`config.mk`:
```
export PLATFORM = sky130hd
export DESIGN_NAME = hazard_controller
export DESIGN_NICKNAME = d
export VERILOG_FILES = /design/src/rtl/hazard_pkg.sv /design/src/rtl/hazard_sb_stage.sv /design/src/rtl/hazard_controller.sv
export SDC_FILE = /design/constraint.sdc
export NUM_CORES = 1
export LEC_CHECK = 0
export ABC_AREA = 0
export CAP_MARGIN = 20
export CORE_ASPECT_RATIO = 0.75
export CORE_MARGIN = 8
export CORE_UTILIZATION = 49
export DETAILED_ROUTE_END_ITERATION = 10
export PLACE_DENSITY = 0.82
export SLEW_MARGIN = 0
export SYNTH_ARGS = -nofsm -noshare
export SYNTH_HDL_FRONTEND = slang
export SYNTH_SLANG_ARGS = --single-unit
```
`constraint.sdc`:
```
create_clock -name clk -period 5.85 [get_ports clk]
set_clock_uncertainty 0.1 [all_clocks]
set_input_delay 1.17 -clock clk [delete_from_list [all_inputs] [get_ports clk]]
set_output_delay 1.17 -clock clk [all_outputs]
set_load 0.03 [all_outputs]
```
`src/rtl/hazard_pkg.sv`:
```
`default_nettype none
// ============================================================================
//  Module   : hazard_pkg
//  Purpose  : Shared types for the pipeline hazard controller. Holds the
//             controller FSM state encoding, the forwarding mux select
//             encodings and the scoreboard entry layout, plus the helper that
//             picks a forwarding source for one EX operand.
//  Ports    : none (package)
//  Revision : 1.0 - initial release
// ============================================================================
package hazard_pkg;

   typedef enum logic [1:0] {
      RUN      = 2'd0,
      LU_STALL = 2'd1,
      FREEZE   = 2'd2
   } state_t;

   localparam logic [1:0] FWD_RF    = 2'b00;
   localparam logic [1:0] FWD_EXMEM = 2'b01;
   localparam logic [1:0] FWD_MEMWB = 2'b10;

   // rs/rt hold 0 when the instruction does not read that operand, so an
   // unused field can never trigger a spurious forward.
   typedef struct packed {
      logic       valid;
      logic [4:0] rs;
      logic [4:0] rt;
      logic [4:0] dest;
      logic       reg_write;
      logic       mem_load;
   } sb_entry_t;

   // Youngest producer wins: MEM is checked before WB. Register 0 is
   // hard-wired and is never a forwarding source.
   function automatic logic [1:0] fwd_select(input sb_entry_t mem_e,
                                             input sb_entry_t wb_e,
                                             input logic [4:0] src);
      logic [1:0] sel;
      sel = FWD_RF;
      if (mem_e.valid && mem_e.reg_write && (mem_e.dest != 5'd0) &&
          (mem_e.dest == src)) begin
         sel = FWD_EXMEM;
      end else if (wb_e.valid && wb_e.reg_write && (wb_e.dest != 5'd0) &&
                   (wb_e.dest == src)) begin
         sel = FWD_MEMWB;
      end
      return sel;
   endfunction

endpackage
`default_nettype wire

```
`src/rtl/hazard_sb_stage.sv`:
```
`default_nettype none
// ============================================================================
//  Module   : hazard_sb_stage
//  Purpose  : One scoreboard entry register. Loads d_i when enabled, or an
//             empty entry when bubble_i is also set; cleared by async reset.
//  Ports    : clk, rst       - clock, asynchronous active-high reset
//             en_i           - pipeline advance enable
//             bubble_i       - load an empty (invalid) entry instead of d_i
//             d_i            - entry arriving from the previous stage
//             q_o            - current entry
//  Revision : 1.0 - initial release
// ============================================================================
module hazard_sb_stage
   import hazard_pkg::*;
(
   input  logic      clk,
   input  logic      rst,
   input  logic      en_i,
   input  logic      bubble_i,
   input  sb_entry_t d_i,
   output sb_entry_t q_o
);

   sb_entry_t entry_q;

   always_ff @(posedge clk or posedge rst) begin
      if (rst) begin
         entry_q <= '0;
      end else if (en_i) begin
         entry_q <= bubble_i ? sb_entry_t'('0) : d_i;
      end
   end

   assign q_o = entry_q;

endmodule
`default_nettype wire

```
`src/rtl/hazard_controller.sv`:
```
`default_nettype none
// ============================================================================
//  Module   : hazard_controller
//  Purpose  : Pipeline hazard unit. Tracks the EX/MEM/WB instructions in a
//             three-entry scoreboard, detects load-use hazards against the
//             ID instruction, handles taken-branch flushes and data-memory
//             freezes, and selects ALU operand forwarding sources.
//  Ports    : clk, rst                 - clock, asynchronous active-high reset
//             id_rs, id_rt             - ID source registers
//             id_uses_rs, id_uses_rt   - ID actually reads rs / rt
//             id_dest                  - ID destination register
//             id_reg_write, id_mem_load- ID writes a register / is a load
//             branch_taken             - EX branch resolved taken
//             mem_busy                 - data memory not ready (freeze)
//             pipe_en                  - global pipeline register enable
//             stall_if_id              - hold PC and IF/ID
//             bubble_id_ex             - load NOP into ID/EX
//             flush_if_id              - clear IF/ID
//             fwd_a_sel, fwd_b_sel     - EX rs / rt operand source
//             stall_cnt                - saturating load-use stall count
//  Revision : 1.0 - initial release
// ============================================================================
module hazard_controller
   import hazard_pkg::*;
(
   input  logic        clk,
   input  logic        rst,
   input  logic [4:0]  id_rs,
   input  logic [4:0]  id_rt,
   input  logic        id_uses_rs,
   input  logic        id_uses_rt,
   input  logic [4:0]  id_dest,
   input  logic        id_reg_write,
   input  logic        id_mem_load,
   input  logic        branch_taken,
   input  logic        mem_busy,
   output logic        pipe_en,
   output logic        stall_if_id,
   output logic        bubble_id_ex,
   output logic        flush_if_id,
   output logic [1:0]  fwd_a_sel,
   output logic [1:0]  fwd_b_sel,
   output logic [15:0] stall_cnt
);

   state_t      state_q, state_d;
   state_t      ret_q, ret_d;        // state to resume after FREEZE
   logic [15:0] cnt_q, cnt_d;

   state_t      w_eff_state;
   logic        w_active;
   logic        w_lu_raw;
   sb_entry_t   w_id_entry;
   sb_entry_t   w_sb_d [3];
   sb_entry_t   w_sb_q [3];
   sb_entry_t   w_ex, w_mem, w_wb;

   // ------------------------------------------------------------------
   // Scoreboard: EX <- ID, MEM <- EX, WB <- MEM
   // ------------------------------------------------------------------
   always_comb begin
      w_id_entry           = '0;
      w_id_entry.valid     = 1'b1;
      w_id_entry.rs        = id_uses_rs ? id_rs : 5'd0;
      w_id_entry.rt        = id_uses_rt ? id_rt : 5'd0;
      w_id_entry.dest      = id_dest;
      w_id_entry.reg_write = id_reg_write;
      w_id_entry.mem_load  = id_mem_load;
   end

   assign w_sb_d[0] = w_id_entry;
   assign w_sb_d[1] = w_sb_q[0];
   assign w_sb_d[2] = w_sb_q[1];

   for (genvar i = 0; i < 3; i++) begin : g_sb
      hazard_sb_stage u_stage (
         .clk      (clk),
         .rst      (rst),
         .en_i     (pipe_en),
         .bubble_i ((i == 0) ? bubble_id_ex : 1'b0),
         .d_i      (w_sb_d[i]),
         .q_o      (w_sb_q[i])
      );
   end

   assign w_ex  = w_sb_q[0];
   assign w_mem = w_sb_q[1];
   assign w_wb  = w_sb_q[2];

   // ------------------------------------------------------------------
   // Hazard detection and pipeline control
   // ------------------------------------------------------------------
   // While frozen, hazards are evaluated as if in the pre-freeze state so
   // that the very cycle mem_busy drops behaves like that state.
   assign w_eff_state = (state_q == FREEZE) ? ret_q : state_q;

   // Gating with rst keeps every control output low during reset.
   assign w_active = ~rst & ~mem_busy;

   assign w_lu_raw = w_ex.valid && w_ex.mem_load && (w_ex.dest != 5'd0) &&
                     ((id_uses_rs && (id_rs == w_ex.dest)) ||
                      (id_uses_rt && (id_rt == w_ex.dest)));

   // A taken branch discards the ID consumer, so no stall is needed.
   assign stall_if_id  = w_active & (w_eff_state == RUN) & w_lu_raw & ~branch_taken;
   assign flush_if_id  = w_active & branch_taken;
   assign bubble_id_ex = stall_if_id | flush_if_id;
   assign pipe_en      = w_active;

   assign fwd_a_sel = fwd_select(w_mem, w_wb, w_ex.rs);
   assign fwd_b_sel = fwd_select(w_mem, w_wb, w_ex.rt);

   assign stall_cnt = cnt_q;

   // ------------------------------------------------------------------
   // FSM and stall counter
   // ------------------------------------------------------------------
   always_comb begin
      state_d = state_q;
      ret_d   = ret_q;
      cnt_d   = cnt_q;
      if (stall_if_id && (cnt_q != 16'hFFFF)) begin
         cnt_d = cnt_q + 16'd1;
      end
      if (mem_busy) begin
         state_d = FREEZE;
         if (state_q != FREEZE) begin
            ret_d = state_q;
         end
      end else begin
         case (w_eff_state)
            LU_STALL: state_d = RUN;
            default:  state_d = stall_if_id ? LU_STALL : RUN;
         endcase
      end
   end

   always_ff @(posedge clk or posedge rst) begin
      if (rst) begin
         state_q <= RUN;
         ret_q   <= RUN;
         cnt_q   <= 16'd0;
      end else begin
         state_q <= state_d;
         ret_q   <= ret_d;
         cnt_q   <= cnt_d;
      end
   end

   // Scoreboard fields carried along for the pipeline but not consumed here.
   logic w_unused_bits;
   assign w_unused_bits = ^{w_ex.reg_write, w_mem.rs, w_mem.rt, w_mem.mem_load,
                            w_wb.rs, w_wb.rt, w_wb.mem_load};

endmodule
`default_nettype wire

```
## Yosys cells after proc, flatten, opt, wreduce, memory -nomap -nowiden

Cells that the tools add are included.

| word-level totals | value |
|---|---|
| logic and storage cells | 66 |
| flip-flop bits (word level) | 52 |
| input bits | 23 |
| output and inout port bits | 24 |

| operators by class | value |
|---|---|
| muxes and demuxes | 11 |
| equality and inequality tests | 10 |
| bitwise gates (word level) | 9 |
| $add $sub $neg | 1 |
| reduce and logical (&&, ||, !) cells | 20 |

Operators with widths:

| cell | count |
|---|---|
| $eq A5 B5 Y1 | 6 |
| $mux W18 | 1 |
| $add A16 B1 Y16 const B | 1 |
| $ne A16 B16 Y1 const B | 1 |
| $reduce_bool A5 Y1 | 3 |
| $logic_and A1 B1 Y1 | 14 |
| $mux W2 | 6 |
| $mux W5 | 2 |
| $and A1 B1 Y1 | 5 |
| $not A1 Y1 | 3 |
| $eq A2 B1 Y1 const B | 1 |
| $eq A2 B2 Y1 const B | 1 |
| $logic_not A2 Y1 | 1 |
| $mux W1 | 2 |
| $ne A2 B2 Y1 const B | 1 |
| $reduce_and A2 Y1 | 1 |
| $logic_or A1 B1 Y1 | 1 |
| $or A1 B1 Y1 | 1 |

## Longest topological paths before layout

Gate-level depths: netlist of run 1.

| logic depth | value |
|---|---|
| depth after elaboration | 9 |
| gate-level depth with buffers | 7 |
| depth with buffers taken out | 6 |

## Hierarchy

From an unflattened synthesis of run 1, not the netlist that was laid out.

| unflattened totals | value |
|---|---|
| cell total of the unflattened synthesis | 289 |
| area, all modules | 3475.8 sq um |

By module, submodules not included:

| module | sequential area each (sq um) | cells each | instances | area each (sq um) |
|---|---|---|---|---|
| hazard_sb_stage | 450.4 | 43 | 3 | 660.6 |
| hazard_controller | 500.5 | 160 | 1 | 1493.9 |

## Least setup slack after synthesis of run 1

No wires, ideal clock.

| timing path | value |
|---|---|
| path kind | input to output |
| start | input rst |
| end | output bubble_id_ex |
| data arrival time | 2410 ps |
| required time | 4580 ps |
| stages | 5 |
| slack | 2170 ps |
| cell sequence | nor3_1 > nand4_1 > nor2_2 > and2_1 > or2_2 |

| on the way | value |
|---|---|
| cells in the longest elaborated chain, start to end | 6 |

Ends and longest elaborated chain:

| element | line | source |
|---|---|---|
| from (decl) | hazard_controller.sv:27 | `input logic rst,` |
| $not A1 Y1 | hazard_controller.sv:98 | `assign w_active = ~rst & ~mem_busy;` |
| $and A1 B1 Y1 | hazard_controller.sv:98 |  |
| $and A1 B1 Y1 (3 in a row) | hazard_controller.sv:105 | `assign stall_if_id = w_active & (w_eff_state == RUN) & w_lu_raw & ~branch_taken;` |
| via stall_if_id | hazard_controller.sv:38 | `output logic stall_if_id,` |
| $or A1 B1 Y1 | hazard_controller.sv:107 | `assign bubble_id_ex = stall_if_id \| flush_if_id;` |
| to (decl) | hazard_controller.sv:39 | `output logic bubble_id_ex,` |

The timed path passes the listed nets, and every way through them passes these cells.

## Worst setup path in the final report of run 1

| timing path | value |
|---|---|
| start | input mem_busy |
| end | output bubble_id_ex |

| on the way | value |
|---|---|
| cells in the longest elaborated chain, start to end | 6 |

Ends and longest elaborated chain:

| element | line | source |
|---|---|---|
| from (decl) | hazard_controller.sv:36 | `input logic mem_busy,` |
| $not A1 Y1 (*) | hazard_controller.sv:98 |  |
| $and A1 B1 Y1 (*) | hazard_controller.sv:98 |  |
| $and A1 B1 Y1 (3 in a row) | hazard_controller.sv:105 |  |
| $or A1 B1 Y1 (*) | hazard_controller.sv:107 |  |

Every way passes the cells marked *; elsewhere a longest branch is shown, timed or not.

==> results of run 1 <==
power breakdown:
| group | switching [W] | total, W | internal, W |
|---|---|---|---|
| Clock | 0.000115 | 0.000211 | 0.0000963 |
| Combinational | 0.0000558 | 0.000119 | 0.0000636 |
| Sequential | 0.0000377 | 0.000422 | 0.000385 |
| Total | 0.000208 | 0.000753 | 0.000545 |
per-layer routing:
layer	part of all wire	vias to the layer above	track usage	wire (um)
li1	-	974	-	-
met5	0	-	0	0
met1	0.46	1009	0.235	2810
met3	0.072	5	0.0314	438
met2	0.45	75	0.250	2730
met4	0.013	0	0.0617	76
final cells by class:
type                       count  area, sq um
clock buffer                   7         86.3
clock inverter                 1         7.51
fill                         417         1980
inverter                       4         15.0
multi-input combinational    186         1230
sequential                    52         1300
tap                           75         93.8
timing repair buffer          49          495
critical path: stages:
cell	delay [ns]
clkdlybuf4s50_1	0.57
or2_2	0.54
inv_1	0.39
and2_1	0.29
or2_2	0.27
clkdlybuf4s50_1	0.59
sequential cells by signal, indices dropped and copies added, names as in the netlist:
signal / cells
state_q: 2
ret_q: 2
stall_cnt: 16
g_sb.u_stage.q_o: 32
through the flow:
step	setup WS (ns)	power (W)	utilization	hold slack, ns	cell area, sq um
global placement	0.819	0.000541	0.597	0.372	3110
CTS	0.742	0.000757	0.615	0.399	3210
global route	0.574	0.000792	0.619	0.434	3230
floorplan	2.17	0.000500	-	0.339	2590
finish	0.744	0.000753	0.619	0.393	3230
detailed placement	0.747	0.000547	0.597	0.378	3110
how the worst max path moves through the flow:
stage,depth (start not counted),end,slack [ns]
after floorplan,5,bubble_id_ex,2.17
after CTS,6,bubble_id_ex,0.74
after global routing,6,bubble_id_ex,0.57
final,6,bubble_id_ex,0.74
after global placement,6,bubble_id_ex,0.82
after detailed placement,6,bubble_id_ex,0.75
kinds of logic (layout without fill, tap and decap cells):
logic type | Yosys count | in the layout | share of synthesized area
simple gates | 111 | 111 | 0.215
flops | 52 | 52 | 0.502
xor+xnor | 44 | 44 | 0.149
compound gates | 29 | 29 | 0.100
buf+inv | 14 | 61 | 0.0246
fa+ha+maj | 1 | 1 | 0.00483
mux | 1 | 1 | 0.00435
cells in the final DEF, fill, tap and decap left out, types with 2 or more instances in the layout:
cell / synthesis / layout
clkdlybuf4s50_1: 0 / 46
a22o_1: 8 / 8
nand2_1: 51 / 51
nand3_1: 15 / 15
xor2_1: 12 / 12
or2_2: 2 / 2
o211ai_1: 2 / 2
nand4_1: 8 / 8
clkbuf_8: 0 / 6
a31oi_1: 2 / 2
nor2_1: 4 / 4
a32o_1: 10 / 10
nor3_1: 7 / 7
dfrtp_1: 52 / 52
and4_1: 4 / 4
and2_1: 5 / 5
and3_1: 2 / 2
xnor2_1: 32 / 32
inv_1: 4 / 3
a21oi_1: 2 / 2
nor4_1: 4 / 4
or4_1: 3 / 3
buf_4: 0 / 2
==> impl_results.md, run 1 <==
* Status: completed
* Top cells by count, synth: dfrtp_1 (52), nand2_1 (51), xnor2_1 (32), nand3_1 (15), xor2_1 (12)
* Placer Congestion at 0.830
* Max-cap violation count at 0
* Worst hold path class: reg2reg
* Syn Area/Cell at 10.3 sq um
* Via density per instance at 5.52
* Syn-to-layout area delta at 24.5%
* Synth top area share at 0.502
* Crit start category: input port
* Post-DP HPWL at 4460 um
* Worst skew pair latency at 0.30 ns
* Yosys top cell by area: dfrtp_1
* Total GRT Usage at 0.167
* Max-slew violations at 0
* CTS Buffer Depth at 2
* Post-DR wirelength/cell at 16.2 um
* Hold endpoint: g_sb[2].u_stage.q_o[1]$_DFFE_PP0P_
* RSZ-0062 raised after global routing: false
* Critical path arrival at 3.84 ns
* Worst-path maximum fanout at 33
* P_leak at 1.42 nW
* Vias in the first global route at 2,142
* Buffers on Ports at 46
* Crit path from: mem_busy
* Die Ht at 79.0 um
* Largest net degree at the start of global routing at 53
* Clock Sinks at 52
* Syn Std Cell Area at 0.00259 sq mm
* Layout cells sized above 1 at 0.0635
* Mapped Cells at 252
* Worst r2r dst: g_sb[0].u_stage.q_o[13]$_DFFE_PP0P_
* Final Hold Fails at 0
* Final ANT Viol Nets at 0
* Setup TNS at 0 ns
* Ys async rst share at 1.00
* Setup Buffers After CTS at 0
* Worst Setup End Kind: output port
* Synth Flop Type: dfrtp_1
* Least-Margin Pin Slew at 0.673 ns
* Post-synth EDFFs at 0
* R2r worst-path depth at 6
* Synth area leaders: dfrtp_1 (50%), xnor2_1 (11%), nand2_1 (7.4%), xor2_1 (4.1%), a32o_1 (3.9%)
* Synthesized net count at 276
* Cells after DPL at 365
* Final setup fails at 0
* Die W at 100 um
* Antenna violations before repair at 0
* Yosys cell types at 37
* Min Clock Period, post-route at 5.11 ns
* Initial core utilization at 0.497
* CTS Hold Bufs at 0
* Crit Path Category: in2out
* Top-count cell post-synth: dfrtp_1
* DRC errors left at 0
* Post-Route WL at 6050 um
* Post-layout net count at 322
* Sequential fraction of the synthesis area at 0.502
* Pwr dens at 233 mW/mm^2
* Initial DRT Pass Iterations at 4
* Iteration-0 DRC Markers at 185
* Hold Path Cell Cnt at 2
* Die Area at 0.00790 sq mm
* Maximum clock rate at 196 MHz
* Hold Startpoint: g_sb[2].u_stage.q_o[1]$_DFFE_PP0P_
* R2R Path Start: g_sb[0].u_stage.q_o[4]$_DFFE_PP0P_
* Cell Rows at 23
* Max IR drop VDD at 0.000198 V
* CTS tree: yes
* Ports at 47
* CTS buffer count at 5
* Rel. slew slack at 0.547
* Core footprint at 0.00521 sq mm
* Grt ovf at 0
* Yosys reg bits at 52
* Fin cells at 374
* Synth warn at 0
* Root buffer cell: clkbuf_8
* R2r setup slk at 3.55 ns
* First-pass GRT wire length at 10,600 um
* Post-route clock period utilization at 0.873
* DR vias at 2,063
* # diodes at 0
* Clock Pin Slew Worst Setup and Hold Paths at 0.09 ns
* Htree depth at 2
* WP data required at 4.58 ns
* Gates resized, CTS repair at 0
Power figures use the tool's default switching activity.
==> inputs of run 2 (changes only) <==
--- a/config.mk
+++ b/config.mk
@@ -10,6 +10,7 @@
 export CORE_ASPECT_RATIO = 0.75
 export CORE_MARGIN = 8
 export CORE_UTILIZATION = 49
+export CTS_CLUSTER_DIAMETER = 120
 export DETAILED_ROUTE_END_ITERATION = 10
 export PLACE_DENSITY = 0.82
 export SLEW_MARGIN = 0
==> results of run 2 <==
The final DEF is identical to that of run 1; final timing and power are the same.
